--- config.mk ---
export PLATFORM = sky130hd
export DESIGN_NAME = core_issue_ctrl_flat
export DESIGN_NICKNAME = d
export VERILOG_FILES = /design/src/rtl/core_issue_ctrl_pkg.sv /design/src/rtl/core_issue_ctrl_if.sv /design/src/rtl/core_scoreboard.sv /design/src/rtl/core_issue_ctrl.sv /design/src/flat_wrapper.sv
export SDC_FILE = /design/constraint.sdc
export NUM_CORES = 1
export LEC_CHECK = 0
export ABC_AREA = 1
export ABC_CLOCK_PERIOD_IN_PS = 16740
export CORE_AREA = 3 3 182 184
export CTS_CLUSTER_SIZE = 24
export DETAILED_ROUTE_END_ITERATION = 7
export DIE_AREA = 0 0 185 187
export PLACE_DENSITY = 0.91
export SYNTH_ARGS = -nofsm -noshare
export SYNTH_HDL_FRONTEND = slang
export SYNTH_SLANG_ARGS = --single-unit
--- constraint.sdc ---
create_clock -name clk -period 16.74 [get_ports clk]
set_input_delay 3.348 -clock clk [delete_from_list [all_inputs] [get_ports clk]]
set_output_delay 3.348 -clock clk [all_outputs]
set_load 0.01 [all_outputs]
--- src/rtl/core_issue_ctrl_pkg.sv ---
// ----------------------------------------------------------------------------
// core_issue_ctrl_pkg
// Shared types for the backend issue controller: issue classes, the idle
// FSM encoding and the decoded-instruction layout handed over by the frontend.
// inst_t / is_t / reg_info_t follow the pipeline package field layout so the
// issue controller can be dropped in unchanged.
// ----------------------------------------------------------------------------
package core_issue_ctrl_pkg;

    typedef enum logic [2:0] {
        IC_ALU  = 3'd0,
        IC_MEM  = 3'd1,
        IC_BR   = 3'd2,
        IC_MUL  = 3'd3,
        IC_CSR  = 3'd4,
        IC_IDLE = 3'd5
    } issue_class_t;

    typedef enum logic [1:0] {
        S_RUN        = 2'd0,
        S_IDLE_FLUSH = 2'd1,
        S_IDLE_WAIT  = 2'd2,
        S_IDLE_EXIT  = 2'd3
    } idle_fsm_t;

    typedef struct packed {
        logic [2:0] iclass;
        logic [4:0] op;
    } is_t;

    typedef struct packed {
        logic [1:0][4:0] r_reg;
        logic [4:0]      w_reg;
    } reg_info_t;

    typedef struct packed {
        is_t         decode_info;
        reg_info_t   reg_info;
        logic [31:0] pc;
        logic [1:0]  bpu_predict;
        logic        fetch_excp;
    } inst_t;

    // Unused class encodings fall back to ALU (freely pairable).
    function automatic issue_class_t issue_class(input is_t d);
        issue_class_t c;
        case (d.iclass)
            3'd1:    c = IC_MEM;
            3'd2:    c = IC_BR;
            3'd3:    c = IC_MUL;
            3'd4:    c = IC_CSR;
            3'd5:    c = IC_IDLE;
            default: c = IC_ALU;
        endcase
        return c;
    endfunction

endpackage

--- src/rtl/core_issue_ctrl_if.sv ---
// ----------------------------------------------------------------------------
// core_issue_ctrl_if
// Frontend <-> backend issue interface.
//   inst_valid/inst : frontend two-slot decoded window (frontend drives)
//   issue           : in-order issue vector back to frontend (backend drives)
//   rst_jmp/target  : frontend flush/redirect
//   wait_inst       : idle-lock request, int_detect : idle-release pulse
// master = frontend side, slave = backend side.
// ----------------------------------------------------------------------------
interface core_issue_ctrl_if;
    import core_issue_ctrl_pkg::*;

    logic [1:0]        inst_valid;
    inst_t [1:0]       inst;
    logic [1:0]        issue;
    logic              rst_jmp;
    logic [31:0]       rst_jmp_target;
    logic              wait_inst;
    logic              int_detect;

    modport master (
        output inst_valid, inst,
        input  issue, rst_jmp, rst_jmp_target, wait_inst, int_detect
    );

    modport slave (
        input  inst_valid, inst,
        output issue, rst_jmp, rst_jmp_target, wait_inst, int_detect
    );

endinterface

--- src/rtl/core_scoreboard.sv ---
// ----------------------------------------------------------------------------
// core_scoreboard
// Per-register outstanding-write counters for RAW hazard detection.
//   clk, rst        : clock, async active-high reset
//   i_clear         : drop all outstanding writes (backend redirect)
//   i_inc_valid/reg : issued instructions' destination registers (2 slots)
//   i_wb_valid/reg  : writeback ports retiring one write each
//   o_busy[r]       : cnt[r] != 0 (registered view, no same-cycle bypass)
//   o_sat[r]        : cnt[r] at its maximum
// r0 is never tracked.
// ----------------------------------------------------------------------------
module core_scoreboard #(
    parameter int SB_CNT_W = 2,
    parameter int WB_PORTS = 2
) (
    input  logic                     clk,
    input  logic                     rst,
    input  logic                     i_clear,
    input  logic [1:0]               i_inc_valid,
    input  logic [1:0][4:0]          i_inc_reg,
    input  logic [WB_PORTS-1:0]      i_wb_valid,
    input  logic [WB_PORTS-1:0][4:0] i_wb_reg,
    output logic [31:0]              o_busy,
    output logic [31:0]              o_sat
);

    localparam logic [SB_CNT_W-1:0] CNT_MAX = '1;

    logic [SB_CNT_W-1:0] r_cnt     [32];
    logic [SB_CNT_W-1:0] w_cnt_nxt [32];

    always_comb begin
        int v;
        v = 0;
        for (int r = 0; r < 32; r++) begin
            v = int'(r_cnt[r]);
            for (int k = 0; k < 2; k++)
                if (i_inc_valid[k] && i_inc_reg[k] == 5'(r)) v = v + 1;
            for (int p = 0; p < WB_PORTS; p++)
                if (i_wb_valid[p] && i_wb_reg[p] == 5'(r)) v = v - 1;
            // Clamp guards against a writeback for an untracked register.
            if (v < 0) v = 0;
            if (v > int'(CNT_MAX)) v = int'(CNT_MAX);
            w_cnt_nxt[r] = (r == 0 || i_clear) ? '0 : SB_CNT_W'(v);
            o_busy[r]    = (r_cnt[r] != '0);
            o_sat[r]     = (r_cnt[r] == CNT_MAX);
        end
    end

    always_ff @(posedge clk or posedge rst) begin
        if (rst) begin
            for (int r = 0; r < 32; r++) r_cnt[r] <= '0;
        end else begin
            for (int r = 0; r < 32; r++) r_cnt[r] <= w_cnt_nxt[r];
        end
    end

endmodule

--- src/rtl/core_issue_ctrl.sv ---
// ----------------------------------------------------------------------------
// core_issue_ctrl
// Backend side of the frontend/backend issue interface: in-order issue of the
// two-slot window with scoreboard RAW checks, execute-stage register, redirect
// and idle (wait_inst / int_detect) control.
// Ports:
//   clk, rst            : clock, async active-high reset
//   fe_if (slave)       : window in, issue / rst_jmp / wait_inst / int_detect out
//   i_redirect_valid    : commit-stage redirect, i_redirect_target its target
//   i_int_pending       : interrupt pending (releases idle)
//   i_wb_valid/i_wb_reg : writeback ports retiring scoreboard entries
//   i_ex_ready          : execute stage accepts new instructions
//   o_ex_valid/o_ex_inst: execute-stage register
// Build option: CORE_DUAL_ISSUE_EN enables slot1 issue; otherwise single issue.
//
// state        | meaning
// S_RUN        | normal issue
// S_IDLE_FLUSH | IDLE issued; frontend redirected to pc+4, wait_inst raised
// S_IDLE_WAIT  | holding issue until an interrupt is pending
// S_IDLE_EXIT  | int_detect pulse, then back to S_RUN
// ----------------------------------------------------------------------------
module core_issue_ctrl
    import core_issue_ctrl_pkg::*;
#(
    parameter int SB_CNT_W = 2,
    parameter int WB_PORTS = 2
) (
    input  logic                     clk,
    input  logic                     rst,
    core_issue_ctrl_if.slave         fe_if,
    input  logic                     i_redirect_valid,
    input  logic [31:0]              i_redirect_target,
    input  logic                     i_int_pending,
    input  logic [WB_PORTS-1:0]      i_wb_valid,
    input  logic [WB_PORTS-1:0][4:0] i_wb_reg,
    input  logic                     i_ex_ready,
    output logic [1:0]               o_ex_valid,
    output inst_t [1:0]              o_ex_inst
);

    idle_fsm_t    r_state, w_state_nxt;
    logic         r_rst_jmp;
    logic [31:0]  r_rst_jmp_target;
    logic         r_idle_abort;
    logic [1:0]   r_ex_valid;
    inst_t [1:0]  r_ex_inst;

    logic [31:0]  w_busy, w_sat;
    logic [1:0]   w_issue;
    logic         w_ok0, w_idle_issue, w_wait_inst;
    issue_class_t w_cls0;
    logic [1:0][4:0] w_inc_reg;

    assign w_inc_reg = {fe_if.inst[1].reg_info.w_reg, fe_if.inst[0].reg_info.w_reg};

    core_scoreboard #(.SB_CNT_W(SB_CNT_W), .WB_PORTS(WB_PORTS)) u_sb (
        .clk         (clk),
        .rst         (rst),
        .i_clear     (i_redirect_valid),
        .i_inc_valid (w_issue),
        .i_inc_reg   (w_inc_reg),
        .i_wb_valid  (i_wb_valid),
        .i_wb_reg    (i_wb_reg),
        .o_busy      (w_busy),
        .o_sat       (w_sat)
    );

    assign w_ok0 = !w_busy[fe_if.inst[0].reg_info.r_reg[0]] &&
                   !w_busy[fe_if.inst[0].reg_info.r_reg[1]] &&
                   !w_sat[fe_if.inst[0].reg_info.w_reg];

`ifdef CORE_DUAL_ISSUE_EN
    issue_class_t w_cls1;
    logic         w_ok1, w_dep1;

    assign w_ok1 = !w_busy[fe_if.inst[1].reg_info.r_reg[0]] &&
                   !w_busy[fe_if.inst[1].reg_info.r_reg[1]] &&
                   !w_sat[fe_if.inst[1].reg_info.w_reg];

    // Intra-window RAW/WAW against slot0's destination.
    assign w_dep1 = (fe_if.inst[0].reg_info.w_reg != 5'd0) &&
                    ((fe_if.inst[1].reg_info.r_reg[0] == fe_if.inst[0].reg_info.w_reg) ||
                     (fe_if.inst[1].reg_info.r_reg[1] == fe_if.inst[0].reg_info.w_reg) ||
                     (fe_if.inst[1].reg_info.w_reg    == fe_if.inst[0].reg_info.w_reg));
`endif

    always_comb begin
        w_cls0     = issue_class(fe_if.inst[0].decode_info);
        w_issue    = 2'b00;
        // Gated by rst so the frontend sees no issue while reset is held.
        w_issue[0] = !rst && (r_state == S_RUN) && !r_rst_jmp && !i_redirect_valid &&
                     i_ex_ready && fe_if.inst_valid[0] && w_ok0;
`ifdef CORE_DUAL_ISSUE_EN
        w_cls1     = issue_class(fe_if.inst[1].decode_info);
        w_issue[1] = w_issue[0] && fe_if.inst_valid[1] && w_ok1 && !w_dep1 &&
                     !((w_cls0 == w_cls1) && (w_cls0 != IC_ALU)) &&
                     (w_cls0 != IC_CSR) && (w_cls0 != IC_IDLE) &&
                     (w_cls1 != IC_CSR) && (w_cls1 != IC_IDLE);
`endif
        w_idle_issue = w_issue[0] && (w_cls0 == IC_IDLE);
    end

    always_comb begin
        w_state_nxt = r_state;
        w_wait_inst = 1'b0;
        unique case (r_state)
            S_RUN: begin
                if (w_idle_issue) w_state_nxt = S_IDLE_FLUSH;
            end
            S_IDLE_FLUSH: begin
                w_wait_inst = 1'b1;
                w_state_nxt = i_redirect_valid ? S_RUN : S_IDLE_WAIT;
            end
            S_IDLE_WAIT: begin
                w_wait_inst = 1'b1;
                if (i_redirect_valid)   w_state_nxt = S_RUN;
                else if (i_int_pending) w_state_nxt = S_IDLE_EXIT;
            end
            S_IDLE_EXIT: begin
                w_state_nxt = S_RUN;
            end
            default: w_state_nxt = S_RUN;
        endcase
    end

    always_ff @(posedge clk or posedge rst) begin
        if (rst) begin
            r_state          <= S_RUN;
            r_rst_jmp        <= 1'b0;
            r_rst_jmp_target <= 32'd0;
            r_idle_abort     <= 1'b0;
            r_ex_valid       <= 2'b00;
            r_ex_inst        <= '0;
        end else begin
            r_state      <= w_state_nxt;
            r_rst_jmp    <= i_redirect_valid | w_idle_issue;
            // A redirect out of an idle state still releases the frontend lock.
            r_idle_abort <= i_redirect_valid &&
                            ((r_state == S_IDLE_FLUSH) || (r_state == S_IDLE_WAIT));
            if (i_redirect_valid)  r_rst_jmp_target <= i_redirect_target;
            else if (w_idle_issue) r_rst_jmp_target <= fe_if.inst[0].pc + 32'd4;
            if (i_redirect_valid)  r_ex_valid <= 2'b00;
            else if (i_ex_ready)   r_ex_valid <= w_issue;
            if (w_issue[0])        r_ex_inst  <= fe_if.inst;
        end
    end

    assign fe_if.issue          = w_issue;
    assign fe_if.rst_jmp        = r_rst_jmp;
    assign fe_if.rst_jmp_target = r_rst_jmp_target;
    assign fe_if.wait_inst      = w_wait_inst;
    assign fe_if.int_detect     = (r_state == S_IDLE_EXIT) | r_idle_abort;
    assign o_ex_valid           = r_ex_valid;
    assign o_ex_inst            = r_ex_inst;

endmodule
--- src/flat_wrapper.sv ---
// flat-port wrapper written by rule: the top's interface ports become plain ports
module core_issue_ctrl_flat import core_issue_ctrl_pkg::*;
#(
    parameter int SB_CNT_W = 2,
    parameter int WB_PORTS = 2
)
  (clk, rst, i_redirect_valid, i_redirect_target, i_int_pending, i_wb_valid, i_wb_reg, i_ex_ready, o_ex_valid, o_ex_inst, fe_if_inst_valid, fe_if_inst, fe_if_issue, fe_if_rst_jmp, fe_if_rst_jmp_target, fe_if_wait_inst, fe_if_int_detect);
  core_issue_ctrl_if fe_if_i ();
  input  logic clk;
  input  logic rst;
  input  logic i_redirect_valid;
  input  logic [31:0] i_redirect_target;
  input  logic i_int_pending;
  input  logic [WB_PORTS-1:0] i_wb_valid;
  input  logic [WB_PORTS-1:0][4:0] i_wb_reg;
  input  logic i_ex_ready;
  output logic [1:0] o_ex_valid;
  output inst_t [1:0] o_ex_inst;
  input wire logic [$bits(fe_if_i.inst_valid)-1:0] fe_if_inst_valid;
  input wire logic [$bits(fe_if_i.inst)-1:0] fe_if_inst;
  output wire logic [$bits(fe_if_i.issue)-1:0] fe_if_issue;
  output wire logic [$bits(fe_if_i.rst_jmp)-1:0] fe_if_rst_jmp;
  output wire logic [$bits(fe_if_i.rst_jmp_target)-1:0] fe_if_rst_jmp_target;
  output wire logic [$bits(fe_if_i.wait_inst)-1:0] fe_if_wait_inst;
  output wire logic [$bits(fe_if_i.int_detect)-1:0] fe_if_int_detect;
  assign fe_if_i.inst_valid = fe_if_inst_valid;
  assign fe_if_i.inst = fe_if_inst;
  assign fe_if_issue = fe_if_i.issue;
  assign fe_if_rst_jmp = fe_if_i.rst_jmp;
  assign fe_if_rst_jmp_target = fe_if_i.rst_jmp_target;
  assign fe_if_wait_inst = fe_if_i.wait_inst;
  assign fe_if_int_detect = fe_if_i.int_detect;
  core_issue_ctrl #(.SB_CNT_W(SB_CNT_W), .WB_PORTS(WB_PORTS)) u_core (.clk(clk), .rst(rst), .fe_if(fe_if_i), .i_redirect_valid(i_redirect_valid), .i_redirect_target(i_redirect_target), .i_int_pending(i_int_pending), .i_wb_valid(i_wb_valid), .i_wb_reg(i_wb_reg), .i_ex_ready(i_ex_ready), .o_ex_valid(o_ex_valid), .o_ex_inst(o_ex_inst));
endmodule
==> summary.md <==
| Metric | Value |
|---|---|
| Status | `finished, violations left` |
| Violated checks | `design-rule violations` |
| Maximum root-to-sink buffer count | `3` |
| RSZ-0062 raised after global routing | `no` |
| Initial core utilization | `58.9%` |
| Setup tns final | `0 ps` |
| Fmax | `0.103 GHz` |
| Crit path time final | `9730 ps` |
| Period utilization | `58.1%` |
| Dpl ws | `7160 ps` |
| Top-count cell post-synth | `nand2_1` |
| HPWL after DPL | `48700 um` |
| IR drop worst, VDD | `0.0000671 V` |
| CP Data Required Time | `13390 ps` |
| TritonCTS clock tree | `yes` |
| Post-synth top cells | `951 x nand2_1, 417 x nor2_1, 384 x inv_1` |
| # nets final | `3574` |
| Drt pass-1 iters | `8` |
| Max-Slew Margin vs Limit | `22.8%` |
| #FFs+latches synth | `215` |
| Max-Cap Viols | `0` |
| Drt wl/cell | `18.1 um` |
| Crit path top cell by count | `clkdlybuf4s50_1` |
| CTS Hold Bufs | `0` |
| Area Growth Syn to Fin | `24.0%` |
| Sequential area share after synthesis | `29.0%` |
| Initial antenna violation count | `11` |
| Post-cts sizing count | `0` |
| Die width | `185 um` |
| Num rows | `65` |
| Post-synth EDFFs | `0` |
| Synthesized instance count | `2900` |
| Top cell type's share of synthesized area | `29.0%` |
| GRT overflow | `0` |
| Critical path endpoint category | `output pin` |
| Leakage | `0.0119 uW` |
| Overall routing resource usage | `36.9%` |
| Top_reg_cell synth | `dfrtp_1` |
| Post-Syn Area | `18600 um^2` |
| Slew @ Worst Pin | `1160 ps` |
| Cells along the critical path | `clkdlybuf4s50_1 -> buf_4 -> clkinv_1 -> o21ai_1 -> nand3_1 -> nor3_4 -> clkdlybuf4s50_1` |
| Yosys warns | `0` |
| First-pass GRT wire length | `103000 um` |
| Crit Path Max Fanout | `19` |
| Startpoint types | `input port` |
| I/O pins | `322` |
| H-Tree Level Count | `1` |
| DIE HEIGHT | `187 um` |
| Clock Sinks | `215` |
| Port Buffers | `318` |
| Final ANT Viol Nets | `0` |
| Share of post-route cells with drive strength above 1 | `4.23%` |
| Asr flop ratio synth | `100%` |
| Setup CP Type | `in -> out` |
| Worst Clk Skew | `13.3 ps` |
| Iteration-0 DRC Markers | `1976` |
| Min Hold Slack | `479 ps` |
| Num CTS Buffers | `25` |
| Max Slew Vio Count | `0` |
| Utilization after layout | `73.0%` |
| PD cells | `80.4 nW/um^2` |
| Routability congestion estimate from global placement | `0.987` |
| Root Buffer | `clkbuf_16` |
| Worst path arrival time | `6380 ps` |
| Worst min path class | `reg -> reg` |
| Leading area contributor after synthesis | `dfrtp_1` |
| Worst setup margin | `7010 ps` |
| DRC violations left | `1` |
| Dominant cells by area after synthesis | `dfrtp_1 29%, nand2_1 19%, ha_1 11%` |
| Final setup vio count | `0` |
| Vias in the first global route | `20073` |
| Synth cell types | `50` |
| Core Footprint | `31600 um^2` |
| Vias/cell | `5.70` |
| Postcts setup bufs | `0` |
| CP max stage delay | `710 ps` |
| Reg clk slew, reported paths | `60 ps` |
| Number of fill cells in the layout | `2414` |
| Clk_lat worst skew | `530 ps` |
| Mean post-synth cell area | `6.40 um^2` |
| Die area | `34600 um^2` |
| Post-Route WL | `66300 um` |
| Final hold vios | `0` |
| Cell at the slowest stage of the critical path | `clkinv_1` |
| Largest net degree at the start of global routing | `133` |
| Routed via count | `20918` |
-- logic make-up (layout without fill, tap and decap cells) --
| group | after synthesis | count (layout) | synth area share (%) |
|---|---|---|---|
| adders and majority gates | 161 | 161 | 10.8 |
| buffers and inverters | 474 | 774 | 10.2 |
| muxes | 8 | 8 | 0.431 |
| AOI/OAI and AO/OA | 247 | 247 | 7.75 |
| other | 2 | 69 | 0.0404 |
| xor gates and xnor gates | 61 | 61 | 2.88 |
| DFF | 215 | 215 | 29.0 |
| and+or+nand+nor | 1732 | 1732 | 38.9 |
-- power breakdown --
part           internal [uW]  total [uW]  switching, uW
sequential               609         673           64.0
clock                    325         554            230
combinational            278         624            346
-- critical path, delay by kind of cell --
kind                   cells  cell delay [ps]
AO/OA/AOI/OAI              1              470
buffers and inverters      4             2120
AND/OR/NAND/NOR            2              420
-- final timing paths --
check                                       from               endpoint  slack, ps  depth (start not counted)
setup / recovery                  fe_if_inst[39]         fe_if_issue[0]       7010                          7
hold / removal              u_core.o_ex_inst[95]   u_core.o_ex_inst[95]        480                          2
setup reg to reg           u_core.u_sb.r_cnt[56]  u_core.u_sb.r_cnt[16]      11620                         24
hold reg to reg             u_core.o_ex_inst[95]   u_core.o_ex_inst[95]        480                          2
max in group asynchronous                    rst  u_core.u_sb.r_cnt[52]      11620                          3
min in group asynchronous                    rst  u_core.o_ex_inst[101]       3410                          2
-- area by class of cell --
| class | count | area (um^2) | share of cell area, % |
|---|---|---|---|
| multi-input combinational | 2273 | 11500 | 50.2 |
| sequential | 215 | 5380 | 23.4 |
| timing repair buffer | 326 | 3240 | 14.1 |
| inverter | 405 | 1530 | 6.65 |
| clock buffer | 33 | 706 | 3.06 |
| tap | 402 | 503 | 2.18 |
| clock inverter | 10 | 105 | 0.456 |
| antenna | 5 | 12.5 | 0.0543 |
-- metrics by stage --
step,cell area (um^2),power [uW],instances
after floorplan,18800,951,2962
after detailed placement,22200,1270,3621
final,23000,1850,3669
after CTS,23000,1830,3664
after global placement,22200,1240,3621
after global routing,23000,1930,3669
-- flip-flops by register name (all words and copies together), names as in the netlist --
name,cells
u_core.r_state,2
u_core.o_ex_inst,116
u_core.r_idle_abort,1
u_core.o_ex_valid,1
u_core.u_sb.r_cnt,62
u_core.fe_if.rst_jmp,1
u_core.fe_if.rst_jmp_target,32
-- cells in the final DEF, fill, tap and decap left out, drive strengths merged, types with 5 or more instances in the layout --
cell type      count
nand2            964
nor2             429
inv              402
clkdlybuf4s50    317
nand3            225
dfrtp            215
ha               161
o21ai            122
conb              64
xor2              55
a21oi             54
nand4             48
clkbuf            33
o211ai            27
nor3              25
or2               19
a21boi            14
nor4              11
o311ai             9
buf                9
clkinv             9
mux2i              8
a31oi              7
nand3b             7
xnor2              6
o21bai             6
diode              5
-- layer usage --
metal	GRT usage [%]	vias to the layer above	share of wire [%]
met5	0.571	-	0.086
met4	21.8	10	6.8
met3	10.1	304	11
met2	60.4	1206	46
met1	43.1	9649	36
li1	-	9749	-
Note: power is estimated with default switching activity, not from simulation.
